[config.mk]
export PLATFORM = sky130hd
export DESIGN_NAME = pipeline_hazard_controller
export DESIGN_NICKNAME = d
export VERILOG_FILES = /design/src/rtl/pipeline_hazard_controller.sv
export SDC_FILE = /design/constraint.sdc
export NUM_CORES = 1
export LEC_CHECK = 0
export ABC_AREA = 1
export BUFFER_PORTS_ARGS = -buffer_cell sky130_fd_sc_hd__clkbuf_2
export CAP_MARGIN = 20
export CORE_UTILIZATION = 53
export CTS_CLUSTER_SIZE = 25
export DETAILED_ROUTE_END_ITERATION = 16
export PLACE_DENSITY = 0.84
export SYNTH_ARGS = -nofsm -noshare
export SYNTH_HDL_FRONTEND = slang
export SYNTH_SLANG_ARGS = --single-unit
[constraint.sdc]
create_clock -name clk -period 2.1 [get_ports clk]
set_input_delay 0.105 -clock clk [delete_from_list [all_inputs] [get_ports clk]]
set_output_delay 0.105 -clock clk [all_outputs]
set_load 0.01 [all_outputs]
[src/rtl/pipeline_hazard_controller.sv]
// Hazard / stall / flush controller for a 5-stage pipeline.
// Mealy outputs from a RUN / FLUSH / MEM_WAIT state machine plus stall and timeout tracking.
module pipeline_hazard_controller #(
  parameter int unsigned FLUSH_CYCLES = 2,
  parameter int unsigned MEM_TIMEOUT  = 15
) (
  input  logic        clk,
  input  logic        reset,
  input  logic        id_valid,
  input  logic [5:0]  id_op,
  input  logic [4:0]  id_ra,
  input  logic [4:0]  id_rb,
  input  logic        ex_load,
  input  logic [4:0]  ex_rw,
  input  logic        branch_taken,
  input  logic        mem_busy,
  output logic        pc_en,
  output logic        ifid_en,
  output logic        idex_bubble,
  output logic        flush,
  output logic        mem_timeout,
  output logic [1:0]  state,
  output logic [15:0] stall_cnt
);

  localparam int unsigned FCNT_W  = 3;
  localparam int unsigned WCNT_W  = 8;
  localparam int unsigned STALL_W = 16;

  localparam logic [1:0] ST_RUN      = 2'b00;
  localparam logic [1:0] ST_FLUSH    = 2'b01;
  localparam logic [1:0] ST_MEM_WAIT = 2'b10;

  logic [1:0]         r_state;
  logic [FCNT_W-1:0]  r_fcnt;
  logic [WCNT_W-1:0]  r_wcnt;
  logic [STALL_W-1:0] r_stall_cnt;
  logic               r_mem_timeout;
  logic               r_to_done;

  logic [1:0]         w_next_state;
  logic [FCNT_W-1:0]  w_next_fcnt;
  logic [WCNT_W-1:0]  w_next_wcnt;
  logic               w_next_to_done;
  logic               w_fire;
  logic               w_imm;
  logic               w_hazard;

  // Immediate-format opcodes (001xxx) carry no rb operand.
  assign w_imm    = (id_op >= 6'b001000) && (id_op <= 6'b001111);
  assign w_hazard = id_valid && ex_load && (ex_rw != 5'd0) &&
                    ((ex_rw == id_ra) || ((ex_rw == id_rb) && !w_imm));

  always_comb begin
    w_next_state   = r_state;
    w_next_fcnt    = r_fcnt;
    w_next_wcnt    = r_wcnt;
    w_next_to_done = r_to_done;
    w_fire         = 1'b0;
    pc_en          = 1'b1;
    ifid_en        = 1'b1;
    idex_bubble    = 1'b0;
    flush          = 1'b0;
    case (r_state)
      ST_RUN: begin
        if (branch_taken) begin
          flush = 1'b1;
          if (FLUSH_CYCLES > 1) begin
            w_next_state = ST_FLUSH;
            w_next_fcnt  = FCNT_W'(FLUSH_CYCLES - 1);
          end
        end else if (mem_busy) begin
          pc_en          = 1'b0;
          ifid_en        = 1'b0;
          w_next_state   = ST_MEM_WAIT;
          w_next_wcnt    = WCNT_W'(1);
          w_next_to_done = 1'b0;
        end else if (w_hazard) begin
          pc_en       = 1'b0;
          ifid_en     = 1'b0;
          idex_bubble = 1'b1;
        end
      end
      ST_FLUSH: begin
        flush = 1'b1;
        if (mem_busy) begin
          pc_en   = 1'b0;
          ifid_en = 1'b0;
        end else if (r_fcnt <= FCNT_W'(1)) begin
          w_next_state = ST_RUN;
          w_next_fcnt  = '0;
        end else begin
          w_next_fcnt = r_fcnt - FCNT_W'(1);
        end
      end
      ST_MEM_WAIT: begin
        pc_en   = 1'b0;
        ifid_en = 1'b0;
        // Timeout fires once per MEM_WAIT visit, even if the counter sits saturated.
        w_fire  = (r_wcnt == WCNT_W'(MEM_TIMEOUT)) && !r_to_done;
        if (w_fire) begin
          w_next_to_done = 1'b1;
        end
        if (mem_busy) begin
          if (r_wcnt != '1) begin
            w_next_wcnt = r_wcnt + WCNT_W'(1);
          end
        end else begin
          w_next_state = ST_RUN;
          w_next_wcnt  = '0;
        end
      end
      default: begin
        w_next_state = ST_RUN;
      end
    endcase
  end

  always_ff @(posedge clk or negedge reset) begin
    if (!reset) begin
      r_state       <= ST_RUN;
      r_fcnt        <= '0;
      r_wcnt        <= '0;
      r_to_done     <= 1'b0;
      r_mem_timeout <= 1'b0;
      r_stall_cnt   <= '0;
    end else begin
      r_state       <= w_next_state;
      r_fcnt        <= w_next_fcnt;
      r_wcnt        <= w_next_wcnt;
      r_to_done     <= w_next_to_done;
      r_mem_timeout <= w_fire;
      if (!pc_en && (r_stall_cnt != '1)) begin
        r_stall_cnt <= r_stall_cnt + STALL_W'(1);
      end
    end
  end

  assign state       = r_state;
  assign mem_timeout = r_mem_timeout;
  assign stall_cnt   = r_stall_cnt;

endmodule

Word-level counts from Yosys, hierarchy flattened
Index checks and enable logic that the tools add are counted.
{"block": "word_totals", "wordCells": 78, "ram_bits": 0, "ff_bits": 31, "mem_count": 0, "inputBits": 27, "output_inout_bits": 23, "mem_bits_ro": 0, "latch_bits": 0}
{"block": "op_classes", "mux": 31, "div": 0, "bitwise": 0, "addsub": 3, "n_eq_ne": 16, "mul": 0, "reduce_logical": 19, "order_cmp": 3, "shifts": 0}
{"op": "$mux 8", "n": 4}
{"op": "$add 16x1->16 const B", "n": 1}
{"op": "$ne 16x16->1 const B", "n": 1}
{"op": "$pmux 8 s2", "n": 1}
{"op": "$ne 2x2->1 const B", "n": 7}
{"op": "$mux 1", "n": 13}
{"op": "$reduce_and 4->1", "n": 3}
{"op": "$eq 5x5->1", "n": 2}
{"op": "$mux 2", "n": 5}
{"op": "$mux 3", "n": 3}
{"op": "$add 8x1->8 const B", "n": 1}
{"op": "$eq 8x4->1 const B", "n": 1}
{"op": "$ne 8x8->1 const B", "n": 1}
{"op": "$logic_and 1x1->1", "n": 7}
{"op": "$ge 6x4->1 const B", "n": 1}
{"op": "$le 6x4->1 const B", "n": 1}
{"op": "$ne 3x3->1 const B", "n": 2}
{"op": "$pmux 2 s3", "n": 1}
{"op": "$pmux 3 s2", "n": 1}
{"op": "$reduce_bool 5->1", "n": 1}
{"op": "$pmux 1 s2", "n": 2}
{"op": "$reduce_bool 2->1", "n": 2}
{"op": "$le 3x1->1 const B", "n": 1}
{"op": "$logic_not 1->1", "n": 3}
{"op": "other kinds (7)", "n": 7}

Depth between registers and ports, before layout
{"block": "depth", "word_depth": 12, "depth_mapped": 12, "mapped_depth_nobuf": 11}

Worst setup path after synthesis
No wires, ideal clock.
{"block": "synth_path", "path_kind": "flip-flop to flip-flop", "start": "register r_stall_cnt[0] (netlist: stall_cnt[0])", "end": "register r_stall_cnt[6] (netlist: stall_cnt[6])", "required_time_ns": 1.983, "path_stages_with_launch": 10, "setup_ns": 0.117, "setup_slack_ns": 0.439, "t_arrival_ns": 1.543, "synth_period_minus_slack_ns": 1.661, "cell_sequence": "dfrtp_1 > ha_1 > nand3_2 > nor2_4 > nand3_2 > nor2_2 > nand2_2 > buf_2 > nand4_1 > nand2_1"}
{"block": "synth_via", "elab_chain_len": 2, "word_cells_on_any_way": 3, "classes_between": "add/sub: 1; eq/ne: 1; reduce/logical: 1"}
{"element": "start, declared", "line": "37", "text": "logic [STALL_W-1:0] r_stall_cnt;"}
{"element": "start signal, assigned", "line": "134", "text": "r_stall_cnt <= r_stall_cnt + STALL_W'(1);"}
{"element": "parallel branches: the longest is 2 deep, another holds $add 16x1->16"}
Several ways; the timed one is not identified.
A chain may end at the register's enable or synchronous reset.

Worst setup path after layout
{"block": "layout_path", "start": "register r_stall_cnt[0] (netlist: stall_cnt[0])", "end": "register r_stall_cnt[15] (netlist: stall_cnt[15])"}
Same word-level chain as after synthesis.

==> results by group <==
Logic synthesis
  • Post-synthesis sequential area ratio: 37.6%
  • Cell accounting for the most synthesized area: dfrtp_1
  • Synth cell types: 25
  • Synth top area share: 37.6%
  • Synth top area cells: dfrtp_1 (38%), nand2_1 (18%), inv_1 (6.6%)
  • Syn_area_per_cell: between 6 and 7 um^2
  • Synth Net Count: 328
  • Syn Inst Count: 297
  • Async set-reset flop share out of synthesis: 100%
  • Yosys warnings: 0
  • Syn Std Cell Area: ~0.002 mm^2
  • Synthesis-stage register bit count: 31
  • Post-synth top flop: dfrtp_1
  • Post-synth EDFFs: 0

Layout
  • Final nets: 378
  • Layout area overhead: 17.3%
  • Number of diodes: 0
  • Share of layout cells above drive strength 1: 18.4%

Clock network
  • Clock Root Buffer: clkbuf_8
  • Clk slew on worst S/H paths: 0.07 ns
  • Post-CTS Setup Repair Bufs: 0
  • Bufs on Longest Clock Path: 2
  • Post-CTS resize count: 0
  • H-tree Lvls: 2
  • TritonCTS buffer count: 5
  • Clock Latency Late Sink: 0.29 ns
  • CTS Sinks: 31
  • CTS tree: built

Timing
  • Post-route minimum period: about 1.9 ns
  • Max Slew Vio Count: 0
  • RSZ-0062 raised after global routing: false
  • Endpoints failing hold: 0
  • Setup Viol. Count Final: 0
  • Slew Limit Headroom: 48.7%
  • Period utilization: ~90%
  • Achievable frequency: around 0.53 GHz
  • Worst Max-Slew Pin Slew: 0.770 ns
  • Setup TNS: 0 ns
  • Skew final: 0.0118 ns
  • Worst Slack Setup Final: about 0.21 ns

Floorplanning
  • Die Width: 64.4 um
  • Row cnt: 22
  • Core Region: 0.00369 mm^2
  • Die H: 64.4 um
  • Starting Density: 55.9%
  • Total Die Area: approximately 0.0041 mm^2
  • I/O pin count: 50

Routing
  • Total Wirelength: 4.38 mm
  • Wl on met1: 2.00 mm
  • 1st-iter DRT viols: 124
  • DRC: 0
  • Routed wire length on met2: 2.11 mm
  • Via count: ~2000
  • DRT Pass-1 Iters: 4
  • Final ANT Viol Nets: 0
  • DR WL/cell: between 10 and 15 um
  • Max Used Layer: met4
  • Via density per instance: 5.10
  • Routed length on met3: between 200 and 250 um

Global routing
  • Antenna violations before repair: 0
  • Gr usage total: 24.3%
  • First-pass GRT wire length: 7.89 mm
  • GR Overflow Total: 0
  • Largest net degree at the start of global routing: 32
  • Vias in the first global route: 1914

Placed design
  • Dpl hpwl: 3.22 mm
  • RD Place Congestion: 0.861
  • I/O Buffers: 46
  • Post-Place Setup Slack: 0.224 ns

Critical path
  • Crit path from: stall_cnt[0]
  • Reg-to-reg slack, setup: between 0.2 and 0.25 ns
  • Path depth of the worst reg2reg path: 9
  • R2R Path End: stall_cnt[15]
  • CP Max Fanout: 16
  • CP Class: register to register
  • Worst setup SP type: register
  • Crit path DAT: 2.10 ns
  • CP endpoint kind: register
  • Launching point of the worst reg2reg path: stall_cnt[0]
  • Crit path required time: between 2 and 2.5 ns

Power and ir drop
  • Seq pwr share: about two fifths
  • Peak supply drop: 0.000452 V
  • Power share of the clock group: 21.9%
  • Internal power: 1210 uW
  • Logic pwr share: around two fifths
  • Leakage: around 0.0013 uW
  • Power Dens Cells: a little under 900 mW/mm^2
  • Sw Ratio: 42.0%
  • Reported net switching power: around 880 uW

Worst hold path
  • Worst hold stages: 3
  • Min-Delay Path Class: input port to register
  • Hold endpoint: state[1]
  • Hold Path Origin: branch_taken

Job
  • MaxCap Viol Count: 0

Outcome
  • Status: completed
==> synthesized netlist by cell type (2+ instances only) <==
library cell	instances
nand2_1	97
inv_1	36
nor2_1	36
dfrtp_1	31
nand4_1	19
nand3_1	16
o21ai_0	11
a21oi_1	8
xor2_1	8
nor3_1	7
xnor2_1	6
ha_1	4
nand2_2	4
buf_2	2
nand3_2	2
==> cell type report <==
cell class	count	area [um^2]
multi-input cells	225	1120
clock buffers	7	76.3
inverters	36	135
repair buffers	48	248
well taps	48	60.1
fillers	344	1270
clock inverters	1	5.00
flip-flops and latches	31	776
==> kinds of logic after synthesis <==
logic type / synth area share, %
xor+xnor: 5.95
compound gates: 4.98
flops: 37.6
fa+ha+maj: 2.43
buf+inv: 8.14
simple gates: 40.9
==> worst max path at each step <==
stage               cells after the start  slack [ns]       endpoint
finish                                  9        0.21  stall_cnt[15]
global placement                        9        0.26  stall_cnt[15]
CTS                                     9        0.18  stall_cnt[15]
global route                            9        0.05  stall_cnt[11]
detailed placement                      9        0.22  stall_cnt[15]
floorplan                               9        0.44   stall_cnt[6]
==> sequential cells by signal, summed over array words and instances, names as in the netlist <==
| name | cells |
|---|---|
| stall_cnt | 16 |
| r_wcnt | 8 |
| r_fcnt | 3 |
| mem_timeout | 1 |
| r_to_done | 1 |
| state | 2 |
==> worst max-delay path, stage by stage (launching register included) <==
cell	delay, ns
dfrtp_1	0.44
ha_1	0.23
nand3_2	0.14
nor2_4	0.15
nand3_2	0.12
nor2_2	0.11
nand2_2	0.21
nand3_4	0.27
nand2_1	0.08
nand2_1	0.06
==> placed cells by master, fill, tap and decap left out <==
| master | instances |
|---|---|
| nand2_1 | 97 |
| clkbuf_2 | 46 |
| inv_1 | 36 |
| nor2_1 | 36 |
| dfrtp_1 | 31 |
| nand4_1 | 19 |
| nand3_1 | 16 |
| o21ai_0 | 11 |
| xor2_1 | 8 |
| a21oi_1 | 8 |
| nor3_1 | 7 |
| xnor2_1 | 6 |
| clkbuf_8 | 5 |
| nand2_2 | 4 |
| ha_1 | 4 |
| nand3_2 | 2 |
| clkbuf_1 | 2 |
| nor4_1 | 1 |
| or2_2 | 1 |
| nor2_4 | 1 |
| nor2_2 | 1 |
| nand3_4 | 1 |
| nor3_4 | 1 |
| o211ai_1 | 1 |
| clkinv_2 | 1 |
| dlygate4sd3_1 | 1 |
| buf_4 | 1 |
==> through the flow <==
step	instances	instance area, um^2	hold WS (ns)	power, uW	utilization [%]
2_1_floorplan	297	2060	-0.191	1410	-
3_3_place_gp	387	2330	0.224	1610	63.1
3_5_place_dp	387	2330	0.226	1640	63.1
4_1_cts	396	2420	0.118	2100	65.5
5_1_grt	396	2420	0.139	2260	65.5
6_report	396	2420	0.124	2090	65.5
==> power groups by stage <==
stage | combinational (uW) | clock [uW] | sequential, uW
6_report | 821 | 459 | 814
5_1_grt | 932 | 497 | 831
4_1_cts | 821 | 470 | 814
3_5_place_dp | 815 | 0 | 822
3_3_place_gp | 792 | 0 | 817
2_1_floorplan | 584 | 0 | 827
==> layer usage <==
metal / GRT usage, % / up-vias
met5: 0 / -
li1: - / 1052
met4: 8.89 / 0
met1: 28.2 / 918
met3: 7.32 / 5
met2: 42.0 / 43
==> what timing repair did <==
item / in CTS / in global routing
hold buffers: 1 / 0
hold endpoints to repair: 31 / 0
setup endpoints to repair: 0 / 0
Note: power is estimated with default switching activity, not from simulation.
